<file path="config.mk">
export PLATFORM = sky130hd
export DESIGN_NAME = alu_seq_flat
export DESIGN_NICKNAME = d
export VERILOG_FILES = /design/src/rtl/alu_pkg.sv /design/src/rtl/alu_seq_if.sv /design/src/rtl/alu_seq_fifo.sv /design/src/rtl/alu_seq.sv /design/src/flat_wrapper.sv
export SDC_FILE = /design/constraint.sdc
export NUM_CORES = 1
export LEC_CHECK = 0
export ABC_AREA = 1
export CAP_MARGIN = 25
export CELL_PAD_IN_SITES_DETAIL_PLACEMENT = 1
export CELL_PAD_IN_SITES_GLOBAL_PLACEMENT = 2
export CORE_MARGIN = 2
export CORE_UTILIZATION = 35
export DETAILED_ROUTE_END_ITERATION = 16
export PLACE_DENSITY_LB_ADDON = 0.1
export RECOVER_POWER = 25
export REMOVE_ABC_BUFFERS = 1
export SYNTH_ARGS = -nofsm -noshare
export SYNTH_HDL_FRONTEND = slang
export SYNTH_HIERARCHICAL = 1
export SYNTH_SLANG_ARGS = --single-unit
</file>
<file path="constraint.sdc">
create_clock -name clk -period 2.4 [get_ports clk]
set_input_delay 0.36 -clock clk [delete_from_list [all_inputs] [get_ports clk]]
set_output_delay 0.36 -clock clk [all_outputs]
set_load 0.005 [all_outputs]
</file>
<file path="src/rtl/alu_pkg.sv">
// alu_pkg: shared ALU op encodings, widths, sequencer state encoding and command record.
package alu_pkg;
  localparam int OPW  = 4;
  localparam int RESW = 8;
  typedef enum logic [1:0] {OP_ADD, OP_SUB, OP_MUL, OP_DIV} op_e;
  typedef enum logic [1:0] {IDLE, ISSUE, CAPTURE, RESP} state_e;
  typedef struct packed {
    op_e            op;
    logic [OPW-1:0] a;
    logic [OPW-1:0] b;
  } cmd_t;
endpackage

</file>
<file path="src/rtl/alu_seq_if.sv">
// alu_seq_if: command, response and ALU-pin bundle of the sequencer.
//   cmd_*  : valid/ready command channel {op,a,b}
//   rsp_*  : valid/ready result channel {data,err}
//   alu_*  : operand/ctrl/en drive to the ALU and its out/valid return
//   slave  : the sequencer side; master: decode logic, response sink and ALU
interface alu_seq_if;
  import alu_pkg::*;
  logic            cmd_valid;
  logic            cmd_ready;
  logic [1:0]      cmd_op;
  logic [OPW-1:0]  cmd_a;
  logic [OPW-1:0]  cmd_b;
  logic            rsp_valid;
  logic            rsp_ready;
  logic [RESW-1:0] rsp_data;
  logic            rsp_err;
  logic [OPW-1:0]  alu_a;
  logic [OPW-1:0]  alu_b;
  logic [1:0]      alu_ctrl;
  logic            alu_en;
  logic [RESW-1:0] alu_out;
  logic            alu_valid;
  modport master (
    output cmd_valid, cmd_op, cmd_a, cmd_b, rsp_ready, alu_out, alu_valid,
    input  cmd_ready, rsp_valid, rsp_data, rsp_err, alu_a, alu_b, alu_ctrl, alu_en
  );
  modport slave (
    input  cmd_valid, cmd_op, cmd_a, cmd_b, rsp_ready, alu_out, alu_valid,
    output cmd_ready, rsp_valid, rsp_data, rsp_err, alu_a, alu_b, alu_ctrl, alu_en
  );
endinterface

</file>
<file path="src/rtl/alu_seq_fifo.sv">
// alu_seq_fifo: DEPTH-entry synchronous command FIFO with wrap-bit pointers.
//   push_i/wdata_i : write one entry (never while full)
//   pop_i/rdata_o  : rdata_o shows the head; pop_i advances past it
//   full_o/empty_o : occupancy flags
module alu_seq_fifo
  import alu_pkg::*;
#(
  parameter int DEPTH = 4
) (
  input  logic clk,
  input  logic rst,
  input  logic push_i,
  input  cmd_t wdata_i,
  input  logic pop_i,
  output cmd_t rdata_o,
  output logic full_o,
  output logic empty_o
);
  localparam int AW = $clog2(DEPTH);
  cmd_t          mem_q [DEPTH];
  logic [AW:0]   wr_q;
  logic [AW:0]   rd_q;
  assign empty_o = wr_q == rd_q;
  assign full_o  = (wr_q[AW] != rd_q[AW]) && (wr_q[AW-1:0] == rd_q[AW-1:0]);
  assign rdata_o = mem_q[rd_q[AW-1:0]];
  always_ff @(posedge clk or posedge rst)
    if (rst) begin
      wr_q <= '0;
      rd_q <= '0;
    end else begin
      if (push_i) wr_q <= wr_q + (AW+1)'(1);
      if (pop_i) rd_q <= rd_q + (AW+1)'(1);
    end
  always_ff @(posedge clk)
    if (push_i) mem_q[wr_q[AW-1:0]] <= wdata_i;
endmodule

</file>
<file path="src/rtl/alu_seq.sv">
// alu_seq: queues ALU commands, issues them one at a time for LAT cycles and returns results.
//   clk, rst : clock and asynchronous active-high reset
//   bus      : alu_seq_if.slave (command in, response out, ALU pins)
//   ALU_SEQ_DIVZ_EN : when defined, DIV by zero is answered locally with FF/err
module alu_seq
  import alu_pkg::*;
#(
  parameter int DEPTH = 4,
  parameter int LAT   = 2
) (
  input  logic       clk,
  input  logic       rst,
  alu_seq_if.slave   bus
);
  localparam int CW = (LAT > 1) ? $clog2(LAT) : 1;
  state_e          state_q;
  logic [CW-1:0]   cnt_q;
  logic            live_q;
  logic            divz_q;
  logic            rsp_valid_q;
  logic [RESW-1:0] rsp_data_q;
  logic            rsp_err_q;
  logic [OPW-1:0]  alu_a_q;
  logic [OPW-1:0]  alu_b_q;
  logic [1:0]      alu_ctrl_q;
  logic            alu_en_q;
  cmd_t            head;
  logic            full;
  logic            empty;
  logic            push;
  logic            pop;
  logic            done;
  logic            divz;
  // live_q holds cmd_ready low until the first clock after reset release
  assign push = bus.cmd_valid && bus.cmd_ready;
  assign done = state_q == RESP && bus.rsp_ready;
  assign pop  = !empty && (state_q == IDLE || done);
`ifdef ALU_SEQ_DIVZ_EN
  assign divz = head.op == OP_DIV && head.b == '0;
`else
  assign divz = 1'b0;
`endif
  alu_seq_fifo #(.DEPTH(DEPTH)) u_fifo (
    .clk     (clk),
    .rst     (rst),
    .push_i  (push),
    .wdata_i (cmd_t'({bus.cmd_op, bus.cmd_a, bus.cmd_b})),
    .pop_i   (pop),
    .rdata_o (head),
    .full_o  (full),
    .empty_o (empty)
  );
  always_ff @(posedge clk or posedge rst)
    if (rst) begin
      state_q     <= IDLE;
      cnt_q       <= '0;
      live_q      <= 1'b0;
      divz_q      <= 1'b0;
      rsp_valid_q <= 1'b0;
      rsp_data_q  <= '0;
      rsp_err_q   <= 1'b0;
      alu_a_q     <= '0;
      alu_b_q     <= '0;
      alu_ctrl_q  <= '0;
      alu_en_q    <= 1'b0;
    end else begin
      live_q <= 1'b1;
      case (state_q)
        IDLE, RESP:
          if (pop) begin
            // divide-by-zero skips the ALU and goes straight to CAPTURE
            state_q     <= divz ? CAPTURE : ISSUE;
            divz_q      <= divz;
            alu_en_q    <= !divz;
            rsp_valid_q <= 1'b0;
            cnt_q       <= CW'(LAT - 1);
            if (!divz) {alu_ctrl_q, alu_a_q, alu_b_q} <= head;
          end else if (done) begin
            state_q     <= IDLE;
            rsp_valid_q <= 1'b0;
          end
        ISSUE:
          if (cnt_q == '0) begin
            state_q  <= CAPTURE;
            alu_en_q <= 1'b0;
          end else cnt_q <= cnt_q - CW'(1);
        CAPTURE: begin
          state_q     <= RESP;
          rsp_valid_q <= 1'b1;
          rsp_data_q  <= divz_q ? '1 : bus.alu_out;
          rsp_err_q   <= divz_q || !bus.alu_valid;
        end
      endcase
    end
  assign bus.cmd_ready = live_q && !full;
  assign bus.rsp_valid = rsp_valid_q;
  assign bus.rsp_data  = rsp_data_q;
  assign bus.rsp_err   = rsp_err_q;
  assign bus.alu_a     = alu_a_q;
  assign bus.alu_b     = alu_b_q;
  assign bus.alu_ctrl  = alu_ctrl_q;
  assign bus.alu_en    = alu_en_q;
endmodule

</file>
<file path="src/flat_wrapper.sv">
// flat-port wrapper written by rule: the top's interface ports become plain ports
module alu_seq_flat import alu_pkg::*;
#(
  parameter int DEPTH = 4,
  parameter int LAT   = 2
)
  (clk, rst, bus_cmd_valid, bus_cmd_op, bus_cmd_a, bus_cmd_b, bus_rsp_ready, bus_alu_out, bus_alu_valid, bus_cmd_ready, bus_rsp_valid, bus_rsp_data, bus_rsp_err, bus_alu_a, bus_alu_b, bus_alu_ctrl, bus_alu_en);
  alu_seq_if bus_i ();
  input  logic clk;
  input  logic rst;
  input wire logic [$bits(bus_i.cmd_valid)-1:0] bus_cmd_valid;
  input wire logic [$bits(bus_i.cmd_op)-1:0] bus_cmd_op;
  input wire logic [$bits(bus_i.cmd_a)-1:0] bus_cmd_a;
  input wire logic [$bits(bus_i.cmd_b)-1:0] bus_cmd_b;
  input wire logic [$bits(bus_i.rsp_ready)-1:0] bus_rsp_ready;
  input wire logic [$bits(bus_i.alu_out)-1:0] bus_alu_out;
  input wire logic [$bits(bus_i.alu_valid)-1:0] bus_alu_valid;
  output wire logic [$bits(bus_i.cmd_ready)-1:0] bus_cmd_ready;
  output wire logic [$bits(bus_i.rsp_valid)-1:0] bus_rsp_valid;
  output wire logic [$bits(bus_i.rsp_data)-1:0] bus_rsp_data;
  output wire logic [$bits(bus_i.rsp_err)-1:0] bus_rsp_err;
  output wire logic [$bits(bus_i.alu_a)-1:0] bus_alu_a;
  output wire logic [$bits(bus_i.alu_b)-1:0] bus_alu_b;
  output wire logic [$bits(bus_i.alu_ctrl)-1:0] bus_alu_ctrl;
  output wire logic [$bits(bus_i.alu_en)-1:0] bus_alu_en;
  assign bus_i.cmd_valid = bus_cmd_valid;
  assign bus_i.cmd_op = bus_cmd_op;
  assign bus_i.cmd_a = bus_cmd_a;
  assign bus_i.cmd_b = bus_cmd_b;
  assign bus_i.rsp_ready = bus_rsp_ready;
  assign bus_i.alu_out = bus_alu_out;
  assign bus_i.alu_valid = bus_alu_valid;
  assign bus_cmd_ready = bus_i.cmd_ready;
  assign bus_rsp_valid = bus_i.rsp_valid;
  assign bus_rsp_data = bus_i.rsp_data;
  assign bus_rsp_err = bus_i.rsp_err;
  assign bus_alu_a = bus_i.alu_a;
  assign bus_alu_b = bus_i.alu_b;
  assign bus_alu_ctrl = bus_i.alu_ctrl;
  assign bus_alu_en = bus_i.alu_en;
  alu_seq #(.DEPTH(DEPTH), .LAT(LAT)) u_core (.clk(clk), .rst(rst), .bus(bus_i));
endmodule
</file>
After elaboration in Yosys (flattened, before gate mapping) --
Memory sizes are Yosys's and may differ from the RTL's. A register that Yosys moved wholly into a read port is not among the register bits. Cells that the tools add are included.
Word-level totals: flip-flop bits (word level) 21, RAM bits 40, memories kept 1
Operators by class: $add $sub $neg 3, equality and inequality tests 9, muxes and demuxes 14, reductions and logical operators 18
Memory list:
- u_core.u_fifo.mem_q | words 4, width 10, read ports 1, clocked after Yosys merged registers in 1, write ports 1, line alu_seq_fifo.sv:20 | cmd_t mem_q [DEPTH];
Operators with widths (number):
- 2-bit AND reduction | 4
- 1-bit two-way mux | 7
- 3-bit by 1-bit adder with 3-bit output, second input constant | 2
- 2-bit two-way mux | 3
- 1-bit case mux with 2 select lines | 3
- 2-bit case mux with 3 select lines | 1
- 1-bit logical AND | 5
- 2-bit equality test, second input constant | 2
- 2-bit nonzero test | 2
- 3-bit equality test | 1
- 1-bit logical NOT | 3
- 3-bit by 1-bit inequality test with 1-bit output, second input constant | 1
- 3-bit AND reduction | 1
- 2-bit by 1-bit equality test with 1-bit output, second input constant | 1
- 2-bit equality test | 1
- 2-bit logical NOT | 1
- 2-bit by 1-bit inequality test with 1-bit output, second input constant | 1
- 2-bit inequality test, second input constant | 1
- 2-bit OR reduction | 1
- 1-bit logical OR | 1
- 1-bit inequality test | 1
- 1-bit subtractor, second input constant | 1

Depth between registers and ports, before layout --
word-level depth 7, depth in mapped cells 11, mapped depth without buffers 11

By module --
The synthesis kept the hierarchy.
By module, submodules not included:
- alu_seq_fifo | instances 1, cells each 160, area an instance 1979.4 um^2, seq. area each 1351.3 um^2
- alu_seq | instances 1, cells each 129, area an instance 1103.6 um^2, seq. area each 625.6 um^2

Worst setup path after synthesis --
Ideal clock, no wire load.
path kind flip-flop to flip-flop, start point reg u_core.u_fifo.rd_q[0], end point mem u_core/u_fifo/mem_q[3][0] (netlist bit), enable pin, library setup time 334 ps, data arrival time 1405 ps, required time 2066 ps, path slack 661 ps, stages on the path, launching flop included 9, buffers on the path 2, clock period less this slack 1739 ps, cell sequence dfrtp_1 > buf_6 > xnor2_1 > nand2_1 > nor2_1 > nor3b_1 > clkbuf_2 > nand2_1 > inv_1
On the way: cells in the longest elaborated chain, start to end 7
Ends and longest elaborated chain:
- start, declared | line alu_seq_fifo.sv:22 | logic [AW:0] rd_q;
- start signal, assigned | line alu_seq_fifo.sv:32 | if (pop_i) rd_q <= rd_q + (AW+1)'(1);
- 2-bit equality test | line alu_seq_fifo.sv:24 | assign full_o = (wr_q[AW] != rd_q[AW]) && (wr_q[AW-1:0] == rd_q[AW-1:0]);
- 1-bit logical AND | line alu_seq_fifo.sv:24
- via u_core.full | line alu_seq.sv:28 | logic full;
- 1-bit logical NOT | line alu_seq.sv:95 | assign bus.cmd_ready = live_q && !full;
- 1-bit logical AND | line alu_seq.sv:95
- 1-bit logical AND | line alu_seq.sv:35 | assign push = bus.cmd_valid && bus.cmd_ready;
- via u_core.push | line alu_seq.sv:30 | logic push;
- 1-bit two-way mux | line alu_seq_fifo.sv:35 | if (push_i) mem_q[wr_q[AW-1:0]] <= wdata_i;
- 1-bit two-way mux (implied by the code) | line alu_seq_fifo.sv:35
- end, declared | line alu_seq_fifo.sv:20
The timed path passes the listed nets, and every way through them passes these cells.

Worst setup path after layout --
start point reg u_core.u_fifo.wr_q[1], end point out bus_cmd_ready
On the way: cells in the longest elaborated chain, start to end 4
Ends and longest elaborated chain:
- start, declared | line alu_seq_fifo.sv:21 | logic [AW:0] wr_q;
- start signal, assigned | line alu_seq_fifo.sv:31 | if (push_i) wr_q <= wr_q + (AW+1)'(1);
- 2-bit equality test | line alu_seq_fifo.sv:24
- 1-bit logical AND | line alu_seq_fifo.sv:24
- via u_core.full | line alu_seq.sv:28
- 1-bit logical NOT | line alu_seq.sv:95
- 1-bit logical AND | line alu_seq.sv:95
- end, declared | line flat_wrapper.sv:18 | output wire logic [$bits(bus_i.cmd_ready)-1:0] bus_cmd_ready;
The timed path passes the listed nets, and every way through them passes these cells.

==> summary.md <==
| Metric | Value |
|---|---|
| I/O Buffers | `44` |
| Comb pwr share | `0.401` |
| Final setup fails | `0` |
| Synth top area share | `0.390` |
| Post-DP HPWL | `4.35 mm` |
| Floorplan row count | `34` |
| Initial antenna violation count | `0` |
| Final Non-Filler Cells | `roughly 450` |
| Worst skew pair latency | `0.34 ns` |
| Min Tclk post-route | `roughly 2.1 ns` |
| Top post-synthesis cells by area | `edfxtp_1 (39%), dfrtp_1 (25%), nand2_1 (14%)` |
| Drt wl/cell | `around 13 microns` |
| P_sw | `around 0.0017 W` |
| Power Density | `1190 nW/um^2` |
| Vias in the first global route | `around 2.1k` |
| Sw Ratio | `0.373` |
| Avg Cell Area, Syn | `about 11 sq um` |
| Maxcap violations | `0` |
| Layout cells sized above 1 | `0.0787` |
| Worst r2r src | `u_core/u_fifo/wr_q[1]$_DFFE_PP0P_` |
| Final Hold Viols | `0` |
| CP startpoint kind | `flop` |
| Worst Path Arrival | `1.74 ns` |
| Xor and xnor fraction of the mapped netlist area | `0.0170` |
| Vias/cell | `between 4 and 5` |
| Adder-Cell Fraction of Synth Area | `0.0365` |
| GP Congestion | `~0.75` |
| TritonRoute pass-1 iters | `4` |
| Total grt overflow | `0` |
| Relative slew slack | `0.0879` |
| GR met2 Demand/Resource | `0.196` |
| Clk root buf | `clkbuf_8` |
| FF-to-FF path depth | `9` |
| GRT busiest layer | `met2` |
| Setup Buffers After CTS | `0` |
| LEAKAGE | `1.71 nW` |
| Critical path type | `flop to output pin` |
| Cell Area, Synth | `between 3000 and 4000 sq um` |
| Post-CTS resize count | `0` |
| Post-synthesis sequential area ratio | `0.641` |
| Crit path cell chain | `inv_1, nand2_1, nand2_1, nand2_1, nor2_1, nor2_1, clkdlybuf4s50_1` |
| Max-slew violations | `0` |
| Met3 Use GR | `0.0286` |
| Outcome | `finished clean` |
| Nets | `370` |
| Unrepaired setup endpoints after global routing | `no` |
| Final routed DRC violation total | `0` |
| Mux cell area share after synthesis | `0` |
| Cell count after placement | `about 440` |
| Worst Setup End Kind | `output pin` |
| Total CTS buffers | `9` |
| Ant diodes | `0` |
| Critical Path Max Stage Delay | `~0.44 ns` |
| Crit-path slowest cell | `clkdlybuf4s50_1` |
| Die ar. | `9580 sq um` |
| Initial Util | `0.357` |
| Yosys warns | `6` |
| Clock sinks | `a little over 70` |
| Clock skew | `0.00876 ns` |
| Post-synthesis compound-gate area fraction | `0.0617` |
| Core ar. | `8640 sq um` |
| Period utilization | `0.877` |
| Cts hold-fix bufs | `0` |
| 1st-iter DRT viols | `between 40 and 50` |
| H-tree depth | `3` |
| Met1 usage | `0.195` |
| Fmax | `475 MHz` |
| WL final | `between 5 and 6 mm` |
| Worst Tran Pin Value | `between 1 and 1.5 ns` |
| Mapped Cells | `around 290` |
| Synth Register Bits | `71` |
| Via count | `1964` |
| Worst r2r dst | `u_core/u_fifo/mem_q[3][5]$_DFFE_PP_` |
| # IOs | `45` |
| Seq pwr share | `0.402` |
| First-pass GRT wire length | `around 10 mm` |
| Hold WC Path Type | `primary input to asynchronous set/reset pin` |
| Die extent in x | `just under 100 microns` |
| Critical Path Fanout Max | `4` |
| Area Growth Syn to Fin | `22.6%` |
| Critical Path Sink | `bus_cmd_ready` |
| CTS Buffer Depth | `2` |
| Clock Power Share | `0.197` |
| GRT Overall Usage | `0.136` |
| Cell internal pwr | `about 0.0028 W` |
| Largest net degree at the start of global routing | `43` |
| Main combinational cell family by area after synthesis | `simple AND/OR/NAND/NOR gates` |
| Yosys top cell by area | `edfxtp_1` |
| Die height | `roughly 98 microns` |
| Top cell by count, worst path | `nand2_1` |
| Synth cell types | `25` |
| Final core occ | `0.438` |
| Worst VDD drop | `approximately 310 uV` |
| R2R Setup Slk | `between 0.5 and 0.6 ns` |
| Launch point of the worst path | `u_core/u_fifo/wr_q[1]$_DFFE_PP0P_` |
| Worst-path clk slew | `roughly 0.09 ns` |
| TritonCTS clock tree | `yes` |
| Simple-gate share of the synthesized area | `0.160` |
| Antenna viol nets, final | `0` |
| Critical path data required time | `between 2 and 2.5 ns` |
-- state kept, by name (all words and copies together) (netlist names) --
| name | count |
|---|---|
| u_core/bus.alu_ctrl | 2 |
| u_core/live_q | 1 |
| u_core/u_fifo/wr_q | 3 |
| u_core/state_q | 2 |
| u_core/bus.alu_a | 4 |
| u_core/bus.alu_en | 1 |
| u_core/bus.rsp_valid | 1 |
| u_core/bus.rsp_err | 1 |
| u_core/cnt_q | 1 |
| u_core/u_fifo/rd_q | 3 |
| u_core/bus.alu_b | 4 |
| u_core/u_fifo/mem_q | 40 |
| u_core/bus.rsp_data | 8 |
-- worst max-delay path: cells and delay by family, from the launching register on --
kind | cells | cell delay, ns
flops | 1 | 0.41
buf+inv | 2 | 0.57
simple gates | 5 | 0.42
-- Yosys cell counts --
cell / instances
o211ai_2: 1
conb_1: 1
inv_2: 3
nand2_1: 112
edfxtp_1: 40
o211ai_1: 19
ha_1: 9
buf_2: 2
xnor2_1: 3
nor2_1: 5
nand3_1: 1
inv_1: 38
xor2_1: 3
or2_1: 1
buf_4: 2
dfrtp_1: 31
nand2_2: 1
nand2_4: 1
clkbuf_8: 1
clkbuf_2: 1
o21ai_0: 5
o21ai_1: 2
nand3_4: 1
nor3b_1: 1
buf_6: 5
-- area by class of cell --
type                            instances  area (sq um)
Clock buffer                            9           124
Timing Repair Buffer                   49           474
Inverter                               41           154
Sequential cell                        71          1980
Multi-Input combinational cell        166           852
Clock inverter                          7          62.6
Fill cell                             975          4860
Tap cell                              108           135
-- stage by stage --
step                      instance area [sq um]  power [W]  hold WS [ns]  setup TNS (ns)  worst slack [ns]
after floorplan                            2980    0.00291         0.151           -2.69            -0.132
after global placement                     3600    0.00367         0.454               0             0.506
after detailed placement                   3600    0.00369         0.463               0             0.469
after CTS                                  3780    0.00460         0.254               0             0.258
after global routing                       3780    0.00493         0.406               0             0.116
final                                      3780    0.00450         0.389               0             0.296
-- placed cells by master, fill, tap and decap left out, types with 3 or more instances in the layout --
cell,instances
xnor2_1,3
clkdlybuf4s50_1,40
nand2_1,112
o21ai_0,5
clkinv_4,3
o211ai_1,19
xor2_1,3
buf_4,4
clkbuf_8,9
inv_2,3
dfrtp_1,31
inv_1,38
dlygate4sd3_1,4
ha_1,9
edfxtp_1,40
nor2_1,5
-- kinds of logic (layout without fill, tap and decap cells) --
kind of cell	count (synthesis)	after routing
AND/OR/NAND/NOR	123	123
flip-flops	71	71
buffers and inverters	52	106
AO/OA/AOI/OAI	27	27
adder cells (fa/ha/maj)	9	9
XOR/XNOR	6	6
other	1	1
-- power by group through the flow --
stage / Sequential, W / Combinational, W / Clock (W)
2_1_floorplan: 0.00191 / 0.00101 / 0
3_3_place_gp: 0.00183 / 0.00184 / 0
3_5_place_dp: 0.00184 / 0.00184 / 0
4_1_cts: 0.00181 / 0.00186 / 0.000927
5_1_grt: 0.00185 / 0.00210 / 0.000980
6_report: 0.00181 / 0.00180 / 0.000889
-- worst min-delay path by stage --
stage	startpoint	end	depth (start not counted)
CTS	rst	u_core/u_fifo/rd_q[2]$_DFFE_PP0P_	2
detailed placement	u_core/bus.rsp_data[7]$_DFFE_PP0P_	u_core/bus.rsp_data[7]$_DFFE_PP0P_	2
global placement	u_core/bus.rsp_data[2]$_DFFE_PP0P_	u_core/bus.rsp_data[2]$_DFFE_PP0P_	2
global route	rst	u_core/u_fifo/rd_q[2]$_DFFE_PP0P_	2
finish	rst	u_core/u_fifo/rd_q[2]$_DFFE_PP0P_	2
floorplan	rst	u_core/u_fifo/rd_q[0]$_DFFE_PP0P_	1
-- layer usage --
| metal | vias to the layer above | share of wire |
|---|---|---|
| met3 | 11 | 0.039 |
| li1 | 1014 | - |
| met1 | 898 | 0.53 |
| met4 | 0 | 0.022 |
| met2 | 41 | 0.41 |
| met5 | - | 0 |
No activity file was read; power rests on OpenSTA's default activity.
==> edit, RTL diff (config.mk and constraints unchanged) <==
Add a define of `ALU_SEQ_DIVZ_EN`.
--- a/src/rtl/alu_seq.sv
+++ b/src/rtl/alu_seq.sv
@@ -2,6 +2,8 @@
 //   clk, rst : clock and asynchronous active-high reset
 //   bus      : alu_seq_if.slave (command in, response out, ALU pins)
 //   ALU_SEQ_DIVZ_EN : when defined, DIV by zero is answered locally with FF/err
+`define ALU_SEQ_DIVZ_EN
+
 module alu_seq
   import alu_pkg::*;
 #(
Formal check against the unedited RTL: not equivalent (Yosys sat finds a counterexample within 4 cycles, from zero or initial values and one cycle with rst high).
==> edit against the original RTL <==
- sequential cell count grew 1
- routed wire length grew 16%
- critical endpoint unchanged
- register-to-register slack gained 0.02 ns
- design area grew 4.2%
- power grew 12%
- core utilization grew 0.94 points
- sequential share of layout area shrank 1.5 points
- worst setup slack gained 0.048 ns
- synthesized area grew 4.1%
==> edit: results (changes against the original RTL) <==
- Clock Tree Buf Depth: 2 (unchanged)
- DR iter-0 viols: 72 (+53%)
- Routability cong.: 0.712 (-5.6%)
- # placed instances: 449 (+3.2%)
- FF-to-FF End: u_core/u_fifo/mem_q[0][8]
- Pwr Density: 1280 nW/µm² (+7.6%)
- Met3 wire len: 252 µm (+10%)
- Layout cells sized above 1: 10.1% (+2.2 points)
- FF-to-FF setup slack: 0.53 ns (+0.02 ns)
- Setup Slack @ Placement: 0.482 ns (+0.0133 ns)
- Met2 wire length: 2.89 mm (+20%)
- WP data arrival: 1.70 ns (-0.04 ns)
- Post-synthesis sequential area ratio: 62.4% (-1.7 points)
- Fin Hold WS: 0.405 ns (+0.0163 ns)
- Async set-or-reset flop fraction in the synthesized netlist: 44.4% (+0.78 points)
- Post_cts resized: 0 (unchanged)
- Cts bufs inserted: 9 (unchanged)
- Post-DR wirelength/cell: 14.5 µm (+12%)
- GR Layer Usage met2: 22.1% (+2.5 points)
- Final WL: 6.72 mm (+16%)
- Final net count: 384 (+3.8%)
- Largest net degree at the start of global routing: 27 (-37%)
- Clock skew: 0.0119 ns (+0.00310 ns)
- Met3 usage: 3.16% (+0.30 points)
- GRT met1 Usage: 21.6% (+2.2 points)
- Via count: 2128 (+8.4%)
- Gr usage total: 14.9% (+1.3 points)
- Slowest library cell on the worst path: clkdlybuf4s50_1
- Fin crit period: 2.06 ns (-0.0482 ns)
- Vias in the first global route: 2186 (+4.9%)
- Placed cell area: 3730 µm² (+3.7%)
- Top cells by count, synth: nand2_1, edfxtp_1, inv_1
- CP peak stage delay: 0.50 ns (+0.06 ns)
- Comb. pwr: 0.00213 W (+18%)
- Clk power: 0.00102 W (+15%)
- Dominant cells by area after synthesis: edfxtp_1, dfrtp_1, nand2_1, inv_1, o211ai_1
- Total sequential power: 0.00189 W (+4%)
- Max IR drop VDD: 465 µV (+52%)
- Hpwl dp: 4.84 mm (+11%)
- Clk_lat worst skew: 0.35 ns
- Synthesized area per cell: 10.6 µm² (-0.38%)
- Outcome: finished, final reports clean
- Initial antenna violation count: 0 (unchanged)
- Static leakage: 1.76 nW (+2.4%)
- Worst Max-Slew Pin Slew: 1.42 ns (+0.0535 ns)
- Crit-path max FO: 4 (unchanged)
- First-pass GRT wire length: 11.5 mm (+12%)
- M1 wire length: 3.48 mm (+14%)
- Yosys cell types: 28 (+12%)
- NetSw: 0.00194 W (+16%)
- Warning count from the yosys run: 6 (unchanged)
[edit: cell count changes in the layout (fill, tap and decap cells not counted), moves of 2 or more]
cell      change
nand2_1      -14
o21ai_0       +8
nand3_1       +7
nand3_2       +4
buf_4         +3
clkinv_4      -2
nor2_1        +2
o21ai_2       +2
[edit: final cells by class]
cell class	instances	share of cell area [%]
well taps	108	3.43
clock buffers	9	3.15
flip-flops and latches	72	50.9
repair buffers	52	12.6
inverters	42	4.01
multi-input cells	175	23.7
clock inverters	7	2.19
[edit: kinds of logic after synthesis]
logic type / count (synthesis) / synth area share, %
xor gates and xnor gates: 6 / 1.64
AOI/OAI and AO/OA: 39 / 8.46
adders and majority gates: 9 / 3.51
and+or+nand+nor: 120 / 15.4
DFF: 72 / 62.4
buffers and inverters: 55 / 8.50
other: 1 / 0.117
